File: config.mk
export PLATFORM = sky130hd
export DESIGN_NAME = func_executor
export DESIGN_NICKNAME = d
export VERILOG_FILES = /design/src/rtl/func_executor.sv
export SDC_FILE = /design/constraint.sdc
export NUM_CORES = 1
export LEC_CHECK = 0
export ABC_AREA = 1
export CAP_MARGIN = 15
export CORE_MARGIN = 2
export CORE_UTILIZATION = 45
export DETAILED_ROUTE_END_ITERATION = 6
export HOLD_SLACK_MARGIN = 0.05
export PLACE_DENSITY = 0.66
export SETUP_SLACK_MARGIN = 0.02
export SYNTH_ARGS = -nofsm -noshare
export SYNTH_HDL_FRONTEND = slang
export SYNTH_SLANG_ARGS = --single-unit
File: constraint.sdc
create_clock -name Clk -period 3.2 [get_ports Clk]
set_input_delay 0.32 -clock Clk [delete_from_list [all_inputs] [get_ports Clk]]
set_output_delay 0.32 -clock Clk [all_outputs]
set_load 0.1 [all_outputs]
File: src/rtl/func_executor.sv
// func_executor: datapath and control unit of the simple processor.
// It decodes one 10-bit function word over R0..R7, the accumulator A and
// the ALU result G, and pulses Done in the final step of each word.
`timescale 1ns/1ps

module func_executor #(
  parameter int N = 8
) (
  input  logic         Clk,
  input  logic         Resetn,
  input  logic         Run,
  input  logic [9:0]   Func,
  input  logic [N-1:0] DIN,
  output logic         Done,
  output logic [N-1:0] BusWires,
  output logic         Z
);

  typedef enum logic [1:0] {
    S_IDLE = 2'd0,
    S_T1   = 2'd1,
    S_T2   = 2'd2,
    S_T3   = 2'd3
  } state_t;

  typedef enum logic [1:0] {
    OP_MV  = 2'b00,
    OP_MVI = 2'b01,
    OP_ADD = 2'b10,
    OP_SUB = 2'b11
  } op_t;

  // One driver per state; ZERO is the idle value of the bus.
  typedef enum logic [1:0] {
    SEL_ZERO = 2'd0,
    SEL_REG  = 2'd1,
    SEL_DIN  = 2'd2,
    SEL_G    = 2'd3
  } bus_sel_t;

  state_t         r_state;
  logic [9:0]     r_ir;
  logic [N-1:0]   r_regs [8];
  logic [N-1:0]   r_a;
  logic [N-1:0]   r_g;
  logic           r_z;

  op_t            w_op;
  logic [2:0]     w_x;
  logic [2:0]     w_y;
  logic           w_is_arith;
  bus_sel_t       w_sel;
  logic [2:0]     w_ridx;
  logic [N-1:0]   w_bus;
  logic [N-1:0]   w_alu;
  logic           w_rx_we;
  logic           w_a_we;
  logic           w_g_we;
  logic           w_done;
  logic           w_unused_rsvd;

  // Field extraction from the latched word; Func itself is never used after IDLE.
  assign w_op       = op_t'(r_ir[9:8]);
  assign w_x        = r_ir[7:5];
  assign w_y        = r_ir[4:2];
  assign w_is_arith = (w_op == OP_ADD) || (w_op == OP_SUB);

  // Reserved function-word bits carry no meaning.
  assign w_unused_rsvd = ^r_ir[1:0];

  // Control decode: bus source and write enables from state plus IR op.
  always_comb begin
    w_sel   = SEL_ZERO;
    w_ridx  = w_y;
    w_rx_we = 1'b0;
    w_a_we  = 1'b0;
    w_g_we  = 1'b0;
    w_done  = 1'b0;
    unique case (r_state)
      S_IDLE: begin
        w_sel = SEL_ZERO;
      end
      S_T1: begin
        unique case (w_op)
          OP_MV: begin
            w_sel   = SEL_REG;
            w_ridx  = w_y;
            w_rx_we = 1'b1;
            w_done  = 1'b1;
          end
          OP_MVI: begin
            w_sel   = SEL_DIN;
            w_rx_we = 1'b1;
            w_done  = 1'b1;
          end
          OP_ADD, OP_SUB: begin
            w_sel  = SEL_REG;
            w_ridx = w_x;
            w_a_we = 1'b1;
          end
          default: w_sel = SEL_ZERO;
        endcase
      end
      S_T2: begin
        w_sel  = SEL_REG;
        w_ridx = w_y;
        w_g_we = 1'b1;
      end
      S_T3: begin
        w_sel   = SEL_G;
        w_rx_we = 1'b1;
        w_done  = 1'b1;
      end
      default: w_sel = SEL_ZERO;
    endcase
  end

  // Shared bus multiplexer.
  always_comb begin
    w_bus = '0;
    unique case (w_sel)
      SEL_ZERO: w_bus = '0;
      SEL_REG:  w_bus = r_regs[w_ridx];
      SEL_DIN:  w_bus = DIN;
      SEL_G:    w_bus = r_g;
      default:  w_bus = '0;
    endcase
  end

  // ALU: modulo-2^N add or subtract of A and the bus.
  always_comb begin
    w_alu = '0;
    if (w_op == OP_SUB) begin
      w_alu = r_a - w_bus;
    end else begin
      w_alu = r_a + w_bus;
    end
  end

  assign BusWires = w_bus;
  assign Done     = w_done;
  assign Z        = r_z;

  // Sequencer: latch the word in IDLE, then step through T1..T3.
  always_ff @(posedge Clk or negedge Resetn) begin
    if (!Resetn) begin
      r_state <= S_IDLE;
      r_ir    <= '0;
    end else begin
      unique case (r_state)
        S_IDLE: begin
          if (Run) begin
            r_ir    <= Func;
            r_state <= S_T1;
          end
        end
        S_T1:    r_state <= w_is_arith ? S_T2 : S_IDLE;
        S_T2:    r_state <= S_T3;
        S_T3:    r_state <= S_IDLE;
        default: r_state <= S_IDLE;
      endcase
    end
  end

  // Register file: Rx captures the bus on the edge that ends the Done step.
  always_ff @(posedge Clk or negedge Resetn) begin
    if (!Resetn) begin
      r_regs <= '{default: '0};
    end else if (w_rx_we) begin
      r_regs[w_x] <= w_bus;
    end
  end

  // Accumulator, ALU result and zero flag; Z moves only with G.
  always_ff @(posedge Clk or negedge Resetn) begin
    if (!Resetn) begin
      r_a <= '0;
      r_g <= '0;
      r_z <= 1'b0;
    end else begin
      if (w_a_we) begin
        r_a <= w_bus;
      end
      if (w_g_we) begin
        r_g <= w_alu;
        r_z <= (w_alu == '0);
      end
    end
  end

endmodule

==> impl_metrics.toml <==
[timing]
setup_slack_ns = -0.384
rsz0062_at_grt = "true"
worst_pin_slew_ns = 0.960
setup_viol = 5
drv_slew = 0
fin_tns_setup_ns = -1.17
finalCriticalPeriod_ns = 3.58
slew_headroom = 0.358
timing.fmax_ghz = 0.279
hold_viol = 0
holdWs_ns = 0.487
fin_crit_sh = 1.12
skew_ns = 0.00959

[grt]
grt_pass1_wl_mm = 22.0
grt_pass1_vias = 4414
grt_overflow = 0
grt_max_degree = 58
track_usage = 0.245
antenna_found_initial = 0

[synth]
synthTopCellsByCount = "169 x nand2_1, 91 x dfrtp_1, 89 x inv_1, 88 x nand3_1, 76 x o21ai_0"
synth-compound-area-share = 0.110
synth_top_family_by_area = "simple AND/OR/NAND/NOR gates"
yosys.cell_types.count = 35
synth_largest_area_cell = "dfrtp_1"
yosysTopAreaCellShare = 0.460
postSynthAreaPerCell_um2 = 7.72
post-synth-top-count-cell = "nand2_1"
synthTopCellsByArea = "dfrtp_1 46%, nand2_1 13%, nand3_1 8.9%"
synth_ff_type = "dfrtp_1"
postSynthCellCount = 641
syn-cell-area_um2 = 4950
yosysWarnings = 0
synth_fa_ha_area_frac = 0.0243
synth_fp_nets = 671
yosys-mux-area-fraction = 0.00455
async_flop_share = 1.00
synth_xor_xnor_area_share = 0.0195
synth-edff-count = 0
synth_simple_gate_area_frac = 0.279
seq_area_frac_synth = 0.460
synth_seq_cells = 91

[die]
fp.coreArea_um2 = 10800
ios = 31
num_rows = 38
fp.dieH_um = 109
start_util = 0.458
die-area_um2 = 11900
dieWidth_um = 109

[drt]
final_antenna_net_count = 0
wirelength_mm = 13.3
dr_total_vias = 4575
drt_iter0_markers = 448
drt-vias-per-instance = 5.09
drc = 0
wl_per_cell_um = 14.8
first_pass_iters = 5

[worst_hold_path]
hold_end = "r_regs[60]"
min_path_type = "flop to flop"
min_path_cells = 2
hp-start = "r_regs[60]"

[clock_network]
clockBufferDepth = 2
clock_latency_ns = 0.38
htree_levels = 3
cts_tree = "built"
cts-root-buf = "clkbuf_8"
cts_made_buffers = 9
numClockSinks = 91
clk_pin_slew_worst_paths_ns = 0.09

[final_layout]
n_fill_cell = 947
seqCellArea_um2 = 2280
diodes = 0
final_nets = 783
drive_gt1_frac = 0.239
area_growth_pct = 31.3
finish.utilization = 0.602
multiInputGateArea_um2 = 2390

[critical_path]
required_ns = 3.52
cp.arrival_ns = 3.91
start_kind = "flop"
r2r_end = "Z"
critical_path_class = "flop to flop"
rrSetupSlack_ns = -0.38
reg2reg_depth = 24
end_kind = "flop"
r2r_start = "r_state[0]"
cp_max_fo = 8

[placed_design]
port_buffers = 28
dp_hpwl_mm = 9.79
pre_cts_ws_ns = -0.428
gp_congestion = 0.853

[flow_run]
maxCapViolations = 0

[outcome]
violations = "negative setup slack"
status = "finished, violations left"
## routing by layer
metal  share of wire  GRT usage  vias to the layer above
li1                -          -                     2271
met1            0.47      0.346                     2167
met3           0.048     0.0496                       17
met4           0.014     0.0723                        0
met5               0          0                        -
met2            0.46      0.380                      120
## cell families (layout without fill, tap and decap cells)
family | Yosys count | in the layout
AOI/OAI and AO/OA | 101 | 101
adders and majority gates | 9 | 9
DFF | 91 | 91
and+or+nand+nor | 306 | 306
muxes | 2 | 2
buffers and inverters | 121 | 238
xor gates and xnor gates | 11 | 11
## worst max-delay path, cell delays in order (launching register included)
cell	delay, ns
dfrtp_1	0.46
nand3_4	0.20
buf_6	0.18
o21ai_4	0.24
inv_4	0.09
nand3_2	0.10
nand3_4	0.10
nand2_8	0.10
inv_4	0.04
ha_4	0.14
inv_2	0.07
nand2_1	0.07
xor2_1	0.18
ha_1	0.35
buf_4	0.15
nand3_1	0.07
nand2_1	0.08
nand2_1	0.07
nand2_1	0.06
a21oi_2	0.14
xor2_1	0.21
nand3_1	0.12
nor3_2	0.15
nand2_1	0.08
nand2_1	0.05
## sequential cells by signal (all words and copies together), names as in the netlist, named ones only
signal / count
r_regs: 64
r_state: 1
r_ir: 8
r_g: 8
r_a: 8
Z: 1
## how the worst max path moves through the flow
| stage | from | endpoint | slack, ns | cells past startpoint |
|---|---|---|---|---|
| after floorplan | flop | Z | -0.31 | 26 |
| after CTS | flop | Z | -0.33 | 29 |
| after detailed placement | flop | Z | -0.43 | 29 |
| after global placement | flop | Z | -0.32 | 26 |
| final | r_state[0] | Z | -0.38 | 24 |
| after global routing | flop | Z | -0.64 | 29 |
## stage by stage
stage	instance area, µm²	instances
global placement	6130	873
finish	6500	898
detailed placement	6130	873
global route	6500	898
CTS	6430	895
floorplan	5080	641
## repair_timing
| action | 4_1_cts | 5_1_grt |
|---|---|---|
| endpoints found under the setup margin | 5 | 6 |
| hold endpoints to repair | 55 | 0 |
| pin swaps | 17 | 7 |
| buffers inserted | 5 | 3 |
| resized for setup | 16 | 12 |
| hold buffers | 1 | 0 |
## layout by cell type (no fill, tap or decap), types with 4 or more instances in the layout
cell type	n
nand3_2	6
clkbuf_8	10
a21oi_1	14
buf_12	9
o21ai_0	74
dfrtp_1	90
xor2_1	7
ha_1	5
nand2_1	163
nand3_1	79
buf_6	5
clkbuf_1	4
nand2_2	11
nand3_4	4
o21ai_1	4
clkdlybuf4s50_1	18
buf_4	92
inv_1	85
inv_2	9
nor2_1	19
## layout make-up
cell class | count | share of cell area
clock buffer | 14 | 0.0235
clock inverter | 2 | 0.00193
inverter | 97 | 0.0576
multi-input combinational | 429 | 0.367
sequential | 91 | 0.351
tap | 140 | 0.0270
timing repair buffer | 125 | 0.172
Power is not shown: default switching activity piles up to over one toggle a cycle in this logic, so the estimate is an artifact.
==> RTL change (same settings) <==
Reset style: synchronous (`Resetn`), changed in 3 clocked blocks.
--- a/src/rtl/func_executor.sv
+++ b/src/rtl/func_executor.sv
@@ -142,7 +142,7 @@
   assign Z        = r_z;
 
   // Sequencer: latch the word in IDLE, then step through T1..T3.
-  always_ff @(posedge Clk or negedge Resetn) begin
+  always_ff @(posedge Clk) begin
     if (!Resetn) begin
       r_state <= S_IDLE;
       r_ir    <= '0;
@@ -163,7 +163,7 @@
   end
 
   // Register file: Rx captures the bus on the edge that ends the Done step.
-  always_ff @(posedge Clk or negedge Resetn) begin
+  always_ff @(posedge Clk) begin
     if (!Resetn) begin
       r_regs <= '{default: '0};
     end else if (w_rx_we) begin
@@ -172,7 +172,7 @@
   end
 
   // Accumulator, ALU result and zero flag; Z moves only with G.
-  always_ff @(posedge Clk or negedge Resetn) begin
+  always_ff @(posedge Clk) begin
     if (!Resetn) begin
       r_a <= '0;
       r_g <= '0;
Function: differs if Resetn is asserted again (counterexample within 4 cycles, from zero or initial values and one cycle with Resetn low); with Resetn held inactive, the same outputs for 4 cycles.
==> RTL change against the original RTL <==
- the run still ends with setup timing left
- highest routed layer unchanged
- fmax grew 5.1%
- cell area shrank 3.1%
- sequential cell count did not move
- global-route usage fell by 1.1 points
- area after synthesis increased by 2.0%
- wire length increased by 0.48%
- worst setup slack improved by 0.18 ns
Power is left out: it rests on default switching activity, and per cell area and clock period it moved more than threefold.
==> RTL change: results (changes against the original RTL) <==
status=finished with violations; failing checks=setup timing; setup ws final=-0.208 ns (+0.175 ns); YS warnings=0 (unchanged); H-tree depth=3 (unchanged); first-pass GRT wire length=21900 um (-0.31%); Unique masters post-synth=38 (+8.6%); Pre-antenna DRT Iters=5 (unchanged); placed inst area=0.00585 mm^2 (-4.6%); share of flip-flops with an asynchronous set or reset=0% (-100 points); Post-DP HPWL=9080 um (-7.2%); worst hold path stage count=2 (unchanged); layout cells sized above 1=17.2% (-6.6 points); Worst Max-Slew Pin Slew=0.970 ns (+0.00981 ns); Synth area leaders=dfxtp_1, inv_1, o21ai_0; Worst Path Max Fanout=7 (-1); class of the most critical setup path=flip-flop to flip-flop; largest net degree at the start of global routing=74 (+28%); worst skew pair latency=0.38 ns (about the same); WHS Endpoint=Z; Setup Skew=0.0140 ns (+0.00437 ns); Hold Crit Class=flip-flop to flip-flop; endpoints failing setup=3 (-2); slowest CP cell=dfxtp_4; r2r startpoint=r_ir[9]; Antenna diodes=0 (unchanged); clock tree buffer depth=2 (unchanged); hold_sp=Z; vias in the first global route=4682 (+6.1%); GRT Resource Usage Total=23.4% (-1.1 points); Crit Reg-Reg Endpoint=Z; Syn Nets=786 (+17%); Reg clk slew, reported paths=0.08 ns; DR DRC count=0 (unchanged); Num CTS Buffers=9 (unchanged); Worst path max stage delay=0.42 ns (-0.04 ns); sequential share of the synthesized area=36.1% (-9.9 points); Worst Reg-to-Reg Cells=25 (+4.2%); RD Place Congestion=0.864 (+1.2%); antenna violations before repair=0 (unchanged); cts hold-fix bufs=0 (-1); crit path DAT=3.71 ns (-0.20 ns); WL per Instance=13.7 um (-6.9%); port buffer count=28 (unchanged); max reg flops=64 (unchanged); First DRT Iteration DRCs=319 (-29%); # nets final=854 (+9.1%); Fin Setup TNS=-0.476 ns (+0.695 ns); routed vias=4890 (+6.9%); largest register by flop count=r_regs; CTS Root Buffer Type=clkbuf_8; Crit path max-delay family=simple AND/OR/NAND/NOR gates; synth cell count leaders=inv_1, nand2_1, o21ai_0, dfxtp_1
## RTL change: cell types whose count changed after synthesis, moves of 3 or more
cell | before | now
a21oi_1 | 16 | 87
buf_1 | 2 | 7
buf_2 | 5 | 8
clkbuf_1 | 9 | 14
dfrtp_1 | 91 | 0
dfxtp_1 | 0 | 91
inv_1 | 89 | 180
nand2_1 | 169 | 99
nand2_2 | 8 | 2
nor2_1 | 20 | 25
nor3_1 | 4 | 1
o21ai_0 | 76 | 93
## RTL change: cells by family after synthesis
kind of cell,count (synthesis),synth area share (%)
compound gates,190,19.5
xor+xnor,11,1.91
fa+ha+maj,9,2.38
buf+inv,226,18.3
flops,91,36.1
simple gates,229,21.8
## RTL change: layer usage
| metal | track usage (%) | part of all wire, % | vias up |
|---|---|---|---|
| li1 | - | - | 2509 |
| met1 | 28.2 | 46 | 2261 |
| met2 | 40.6 | 48 | 104 |
| met5 | 0 | 0 | - |
| met3 | 4.68 | 4.2 | 16 |
| met4 | 8.95 | 1.4 | 0 |
## RTL change: metrics by stage
| step | cells | worst slack, ns | hold WS [ns] |
|---|---|---|---|
| floorplan | 756 | -0.0857 | 0.444 |
| global placement | 939 | -0.231 | 0.459 |
| global route | 969 | -0.470 | 0.499 |
| finish | 969 | -0.208 | 0.480 |
| detailed placement | 939 | -0.238 | 0.463 |
| CTS | 962 | -0.216 | 0.484 |
## RTL change: area by class of cell
cell class / instances / area, um^2
Clock buffer: 13 / 169
Sequential cell: 91 / 1830
Clock inverter: 3 / 21.3
Fill cell: 1034 / 4590
Inverter: 187 / 704
Tap cell: 140 / 175
Timing Repair Buffer: 94 / 917
Multi-Input combinational cell: 441 / 2480
## RTL change: what timing repair did
action                     CTS  global route
pin swaps                   21            17
setup endpoints to repair    4             6
setup buffers                5             7
resized for setup           21            17
gates cloned                 2             0
